[src/rtl/cp0_ctrl_pkg.sv]
// cp0_ctrl_pkg: shared CP0 definitions.
// Holds the exception codes, CP0 register numbers, the handler entry point,
// the state encoding and the EPC computation helper.
package cp0_ctrl_pkg;

    // Exception codes written into Cause.ExcCode
    localparam logic [4:0] EXC_INT   = 5'd0;
    localparam logic [4:0] EXC_ADEL  = 5'd4;
    localparam logic [4:0] EXC_ADES  = 5'd5;
    localparam logic [4:0] EXC_RI    = 5'd10;
    localparam logic [4:0] EXC_OV    = 5'd12;

    // CP0 register numbers as seen by mtc0/mfc0
    localparam logic [4:0] ADDR_SR    = 5'd12;
    localparam logic [4:0] ADDR_CAUSE = 5'd13;
    localparam logic [4:0] ADDR_EPC   = 5'd14;
    localparam logic [4:0] ADDR_PRID  = 5'd15;

    // Fixed exception vector and processor identification word
    localparam logic [31:0] HANDLER_PC = 32'h0000_4180;
    localparam logic [31:0] PRID_VALUE = 32'h2023_0007;

    // The state is exactly the SR.EXL bit
    typedef enum logic {
        ST_NORMAL  = 1'b0,
        ST_HANDLER = 1'b1
    } cp0_state_e;

    // Restart address: a delay-slot instruction restarts at its branch.
    // Subtraction wraps modulo 2^32; the result is always word aligned.
    function automatic logic [31:0] epc_target(input logic [31:0] pc, input logic is_bd);
        logic [31:0] raw;
        raw = is_bd ? (pc - 32'd4) : pc;
        return {raw[31:2], 2'b00};
    endfunction

endpackage

[src/rtl/cp0_ctrl_if.sv]
// cp0_ctrl_if: pipeline / mtc0 / mfc0 signal bundle between the core and CP0.
// The core side uses the master modport, CP0 itself the slave modport.
interface cp0_ctrl_if;
    logic [4:0]  M_exCode;
    logic [31:0] M_pc;
    logic        M_isBD;
    logic [5:0]  HWInt;
    logic        cp0_we;
    logic [4:0]  cp0_addr;
    logic [31:0] cp0_wdata;
    logic        eret;
    logic [31:0] cp0_rdata;
    logic        req;
    logic [31:0] EPC_out;
    logic [31:0] handler_pc;

    modport master (
        output M_exCode, M_pc, M_isBD, HWInt, cp0_we, cp0_addr, cp0_wdata, eret,
        input  cp0_rdata, req, EPC_out, handler_pc
    );

    modport slave (
        input  M_exCode, M_pc, M_isBD, HWInt, cp0_we, cp0_addr, cp0_wdata, eret,
        output cp0_rdata, req, EPC_out, handler_pc
    );
endinterface

[src/rtl/cp0_req_gen.sv]
// cp0_req_gen: combinational exception/interrupt request and ExcCode select.
// Interrupts beat synchronous exceptions; everything is masked while EXL=1.
module cp0_req_gen
    import cp0_ctrl_pkg::*;
(
    input  logic [4:0] ex_code,
    input  logic [5:0] hw_int,
    input  logic [5:0] im,
    input  logic       ie,
    input  logic       exl,
    output logic       req,
    output logic [4:0] exc_code_sel
);

    logic int_req;
    logic exc_req;

    // Request qualification and priority-ordered cause selection
    always_comb begin
        int_req      = (|(hw_int & im)) & ie & ~exl;
        exc_req      = (ex_code != 5'd0) & ~exl;
        req          = int_req | exc_req;
        exc_code_sel = int_req ? EXC_INT : ex_code;
    end

endmodule

[src/rtl/cp0_ctrl.sv]
// cp0_ctrl: CP0 register file (SR, Cause, EPC) with exception entry / eret.
// Optional feature: define CP0_PRID_EN to expose a read-only PRId at address 15.
module cp0_ctrl
    import cp0_ctrl_pkg::*;
(
    input  logic       clk,
    input  logic       reset_n,
    cp0_ctrl_if.slave  bus
);

    // SR state: EXL lives in state_q
    cp0_state_e  state_q, state_d;
    logic [5:0]  im_q, im_d;
    logic        ie_q, ie_d;
    // Cause state
    logic        bd_q, bd_d;
    logic [5:0]  ip_q, ip_d;
    logic [4:0]  exc_code_q, exc_code_d;
    // EPC state
    logic [31:0] epc_q, epc_d;

    logic        exl;
    logic        req_raw;
    logic [4:0]  exc_code_sel;
    logic [31:0] sr_word;
    logic [31:0] cause_word;

    // SR bits [9:2] and [31:16] do not exist, so those write-data bits are dropped
    logic        unused_wdata;
    assign unused_wdata = ^{bus.cp0_wdata[31:16], bus.cp0_wdata[9:2]};

    assign exl = (state_q == ST_HANDLER);

    cp0_req_gen u_req_gen (
        .ex_code      (bus.M_exCode),
        .hw_int       (bus.HWInt),
        .im           (im_q),
        .ie           (ie_q),
        .exl          (exl),
        .req          (req_raw),
        .exc_code_sel (exc_code_sel)
    );

    // Next-state: exception entry beats mtc0 and eret; otherwise mtc0 then eret
    always_comb begin
        state_d    = state_q;
        im_d       = im_q;
        ie_d       = ie_q;
        bd_d       = bd_q;
        ip_d       = bus.HWInt;
        exc_code_d = exc_code_q;
        epc_d      = epc_q;

        if (req_raw) begin
            state_d    = ST_HANDLER;
            bd_d       = bus.M_isBD;
            exc_code_d = exc_code_sel;
            epc_d      = epc_target(bus.M_pc, bus.M_isBD);
        end else begin
            if (bus.cp0_we) begin
                case (bus.cp0_addr)
                    ADDR_SR: begin
                        im_d    = bus.cp0_wdata[15:10];
                        ie_d    = bus.cp0_wdata[0];
                        state_d = cp0_state_e'(bus.cp0_wdata[1]);
                    end
                    ADDR_EPC: epc_d = bus.cp0_wdata;
                    default: ;
                endcase
            end
            if (bus.eret) begin
                state_d = ST_NORMAL;
            end
        end
    end

    // Register update with synchronous active-low clear
    always_ff @(posedge clk) begin
        if (!reset_n) begin
            state_q    <= ST_NORMAL;
            im_q       <= '0;
            ie_q       <= 1'b0;
            bd_q       <= 1'b0;
            ip_q       <= '0;
            exc_code_q <= '0;
            epc_q      <= '0;
        end else begin
            state_q    <= state_d;
            im_q       <= im_d;
            ie_q       <= ie_d;
            bd_q       <= bd_d;
            ip_q       <= ip_d;
            exc_code_q <= exc_code_d;
            epc_q      <= epc_d;
        end
    end

    // Architectural register images and mfc0 read mux (reads pre-edge values)
    always_comb begin
        sr_word    = {16'd0, im_q, 8'd0, exl, ie_q};
        cause_word = {bd_q, 15'd0, ip_q, 3'd0, exc_code_q, 2'd0};
        case (bus.cp0_addr)
            ADDR_SR:    bus.cp0_rdata = sr_word;
            ADDR_CAUSE: bus.cp0_rdata = cause_word;
            ADDR_EPC:   bus.cp0_rdata = epc_q;
`ifdef CP0_PRID_EN
            ADDR_PRID:  bus.cp0_rdata = PRID_VALUE;
`endif
            default:    bus.cp0_rdata = 32'd0;
        endcase
    end

    // Outputs: request is suppressed while reset is asserted
    always_comb begin
        bus.req        = req_raw & reset_n;
        bus.EPC_out    = epc_q;
        bus.handler_pc = HANDLER_PC;
    end

endmodule

[src/flat_wrapper.sv]
// flat-port wrapper written by rule: the top's interface ports become plain ports
module cp0_ctrl_flat import cp0_ctrl_pkg::*;
  (clk, reset_n, bus_M_exCode, bus_M_pc, bus_M_isBD, bus_HWInt, bus_cp0_we, bus_cp0_addr, bus_cp0_wdata, bus_eret, bus_cp0_rdata, bus_req, bus_EPC_out, bus_handler_pc);
  cp0_ctrl_if bus_i ();
  input  logic clk;
  input  logic reset_n;
  input wire logic [$bits(bus_i.M_exCode)-1:0] bus_M_exCode;
  input wire logic [$bits(bus_i.M_pc)-1:0] bus_M_pc;
  input wire logic [$bits(bus_i.M_isBD)-1:0] bus_M_isBD;
  input wire logic [$bits(bus_i.HWInt)-1:0] bus_HWInt;
  input wire logic [$bits(bus_i.cp0_we)-1:0] bus_cp0_we;
  input wire logic [$bits(bus_i.cp0_addr)-1:0] bus_cp0_addr;
  input wire logic [$bits(bus_i.cp0_wdata)-1:0] bus_cp0_wdata;
  input wire logic [$bits(bus_i.eret)-1:0] bus_eret;
  output wire logic [$bits(bus_i.cp0_rdata)-1:0] bus_cp0_rdata;
  output wire logic [$bits(bus_i.req)-1:0] bus_req;
  output wire logic [$bits(bus_i.EPC_out)-1:0] bus_EPC_out;
  output wire logic [$bits(bus_i.handler_pc)-1:0] bus_handler_pc;
  assign bus_i.M_exCode = bus_M_exCode;
  assign bus_i.M_pc = bus_M_pc;
  assign bus_i.M_isBD = bus_M_isBD;
  assign bus_i.HWInt = bus_HWInt;
  assign bus_i.cp0_we = bus_cp0_we;
  assign bus_i.cp0_addr = bus_cp0_addr;
  assign bus_i.cp0_wdata = bus_cp0_wdata;
  assign bus_i.eret = bus_eret;
  assign bus_cp0_rdata = bus_i.cp0_rdata;
  assign bus_req = bus_i.req;
  assign bus_EPC_out = bus_i.EPC_out;
  assign bus_handler_pc = bus_i.handler_pc;
  cp0_ctrl u_core (.clk(clk), .reset_n(reset_n), .bus(bus_i));
endmodule
[config.mk]
export PLATFORM = sky130hd
export DESIGN_NAME = cp0_ctrl_flat
export DESIGN_NICKNAME = d
export VERILOG_FILES = /design/src/rtl/cp0_ctrl_pkg.sv /design/src/rtl/cp0_ctrl_if.sv /design/src/rtl/cp0_req_gen.sv /design/src/rtl/cp0_ctrl.sv /design/src/flat_wrapper.sv
export SDC_FILE = /design/constraint.sdc
export NUM_CORES = 1
export LEC_CHECK = 0
export ABC_AREA = 1
export CORE_UTILIZATION = 41
export DETAILED_ROUTE_END_ITERATION = 8
export GPL_ROUTABILITY_DRIVEN = 0
export PLACE_DENSITY = 0.93
export SYNTH_ARGS = -nofsm -noshare
export SYNTH_HDL_FRONTEND = slang
export SYNTH_HIERARCHICAL = 1
export SYNTH_SLANG_ARGS = --single-unit
[constraint.sdc]
create_clock -name clk -period 2.09 [get_ports clk]
set_clock_uncertainty 0.2 [all_clocks]
set_input_delay 0.418 -clock clk [delete_from_list [all_inputs] [get_ports clk]]
set_output_delay 0.418 -clock clk [all_outputs]
set_load 0.005 [all_outputs]
==> flow_summary_export.csv <==
group,metric,value,unit
detailed_routing,routed_wl,12700,um
yosys,synthesis.instances,604,
pwr,peakVddDrop,0.361,mV
yosys,synth_top_area_cell,"dfxtp_1",
yosys,synth_warnings,6,
timing,setup_viol,1,
detailed_routing,antenna_left,0,
yosys,synth_adder_area_share,0.349,%
grt,antenna_found_initial,0,
detailed_routing,drt_iter0_drc,258,
clocking,root_buffer,"clkbuf_8",
clocking,hold_buffers,0,
hold_path,min_path_type,"input pin to register",
clocking,clock-sinks,52,
critical_path,critPathCaptureType,"output pin",
grt,overflow,0,
yosys,synth_seq_cells,52,
critical_path,path_max_fanout,2,
job,max-cap-violations,0,
status,status,"complete, but fails checks",
place,hpwlAfterDp,10000,um
critical_path,regToRegSetupSlack,0.16,ns
clocking,cts_made_buffers,5,
floorplanning,io_pins,182,
critical_path,path_class,"input pin to output pin",
yosys,synth_enable_flop_cells,0,
hold_path,hp-start,"bus_HWInt[1]",
clocking,cts_buffer_depth,2,
clocking,htreeDepth,2,
finish,areaGrowthSynthToFinish,61.8,%
hold_path,worstHoldEndpoint,"u_core/ip_q[1]",
yosys,synth_xor_xnor_area_share,0.732,%
detailed_routing,routed-via-count,4530,
yosys,yosysSeqAreaShare,29.0,%
clocking,cts_tree,"done",
yosys,synth.distinct_cells,33,
timing,period_share,101,%
timing,fmax,475,MHz
yosys,synth_common_cells,"nand2_1, inv_1, nor2_1",
floorplanning,start_util,43.0,%
yosys,synthMuxAreaShare,0,%
yosys,synth_top_area_share,29.0,%
finish,layout-drive-gt1-share,20.5,%
status,violations,"setup timing",
place,dp_slack,-0.632,ns
timing,drv_slew,0,
critical_path,cp.arrival,1.49,ns
floorplanning,fp.dieW,95.6,um
timing,fin_ws,-0.0132,ns
detailed_routing,drt_pass1_iterations,4,
yosys,synth-simple-area-share,34.8,%
yosys,synth_compound_area_share,16.3,%
grt,grt_pass1_wl,19100,um
detailed_routing,drc_errors,0,
pwr,p_leak,0.00266,uW
pwr,power_density,447,nW/um^2
critical_path,crit_required,1.47,ns
timing,rsz0062_at_grt,"yes",
critical_path,startpoint_type,"input pin",
clocking,clk_latency,0.31,ns
floorplanning,num_rows,33,
yosys,synthFlopType,"dfxtp_1",
yosys,synth_top_family_by_area,"simple AND/OR/NAND/NOR gates",
hold_path,holdPathStages,3,
timing,fin_crit,2.10,ns
critical_path,reg2regPathDepth,15,
yosys,synth_area,3590,sq um
yosys,synth_most_common_cell,"nand2_1",
finish,fin_util,69.6,%
floorplanning,fp.dieH,95.6,um
grt,grt_pass1_vias,4187,
finish,fin_nets,909,
yosys,async_reset_ff_share,0,%
floorplanning,coreArea,8340,sq um
detailed_routing,post_drt_wl_per_cell,13.7,um
grt,grtUsageTotal,27.3,%
finish,stdcell_count,929,
detailed_routing,routed_via_density,4.88,
place,port_buffers,147,
finish,insertedDiodeCount,0,
pwr,power.total,2600,uW
place,place_inst,916,
yosys,synth.avg_cell_area,5.94,sq um
timing,finalHoldViolCount,0,
yosys,synth.top_cells.by_area,"dfxtp_1, nand2_1, inv_1",
grt,grt_max_degree,29,
clocking,clk_pin_slew_worst_paths,0.11,ns
critical_path,worstReg2RegEnd,"u_core/bus.EPC_out[5]",
critical_path,r2r_start,"u_core/im_q[4]",
floorplanning,die_area,9130,sq um
[placed cells by master, fill, tap and decap left out, drive strengths merged]
master / Yosys / final
a211oi: 2 / 2
a21oi: 30 / 30
a31oi: 8 / 8
and2: 1 / 1
buf: 43 / 100
clkbuf: 7 / 10
clkdlybuf4s15: 0 / 14
clkdlybuf4s50: 0 / 99
clkinv: 1 / 1
clkinvlp: 0 / 1
conb: 2 / 32
dfxtp: 52 / 52
dlygate4sd2: 0 / 10
dlymetal6s2s: 0 / 4
ha: 1 / 1
inv: 91 / 93
nand2: 166 / 166
nand3: 23 / 23
nand3b: 2 / 2
nand4: 7 / 7
nor2: 90 / 90
nor3: 8 / 8
o211ai: 8 / 8
o21ai: 51 / 51
o21bai: 3 / 3
o22ai: 4 / 4
o31ai: 1 / 1
xnor2: 1 / 1
xor2: 2 / 2
[cell type report]
cell class | count | area, sq um
Sequential cell | 52 | 1040
Timing Repair Buffer | 232 | 2070
Multi-Input combinational cell | 440 | 2120
Tap cell | 105 | 131
Clock inverter | 3 | 25.0
Inverter | 92 | 350
Fill cell | 656 | 2530
Clock buffer | 5 | 68.8
[what timing repair did]
item,CTS,global route
pin swaps,9,9
buffers inserted,5,0
gates resized for setup,128,52
setup endpoints to repair,67,57
[per-layer routing]
layer  global-route usage (%)  vias to the layer above  part of all wire, %
li1                         -                     2274                    -
met1                     33.0                     2017                   41
met2                     47.7                      203                   48
met3                     4.31                       36                  7.2
met4                     11.6                        0                  3.5
met5                        0                        -                    0
[worst max path at each step]
stage	startpoint	end	slack [ns]
finish	bus_M_exCode[2]	bus_req	-0.01
floorplan	bus_HWInt[2]	u_core/bus.EPC_out[5]	0.16
global route	bus_M_exCode[2]	bus_req	-0.04
global placement	bus_cp0_addr[3]	bus_cp0_rdata[13]	-0.56
CTS	bus_M_exCode[0]	bus_req	0.008
detailed placement	bus_cp0_addr[2]	bus_cp0_rdata[10]	-0.63
[logic make-up (layout without fill, tap and decap cells)]
logic type                 after synthesis  after routing
other                                    2             32
DFF                                     52             52
adders and majority gates                1              1
buffers and inverters                  142            332
AOI/OAI and AO/OA                      107            107
xor gates and xnor gates                 3              3
and+or+nand+nor                        297            297
[registers in the layout, summed over array words and instances, names as in the netlist]
| signal | count |
|---|---|
| u_core/exl | 1 |
| u_core/bd_q | 1 |
| u_core/bus.EPC_out | 32 |
| u_core/ip_q | 6 |
| u_core/ie_q | 1 |
| u_core/exc_code_q | 5 |
| u_core/im_q | 6 |
[report_power, final]
group / switching (uW) / internal, uW / leakage [uW]
combinational: 409 / 448 / 0.00219
clock: 365 / 245 / 0.0000452
sequential: 58.4 / 1070 / 0.000429
total: 832 / 1770 / 0.00266
[critical path, cell delays in order]
cell,delay [ns]
clkdlybuf4s50_1,0.41
inv_2,0.07
nand2_1,0.05
o21bai_1,0.14
nand2_1,0.12
nand2_2,0.10
inv_2,0.04
buf_2,0.12
[through the flow]
step	TNS (ns)	hold WS, ns	area, sq um
floorplan	0	0.243	3700
global placement	-31.13	0.263	5600
CTS	0	0.225	5710
finish	-0.0132	0.230	5810
detailed placement	-33.47	0.272	5600
global route	-0.112	0.236	5810
No activity file was read; power rests on OpenSTA's default activity.
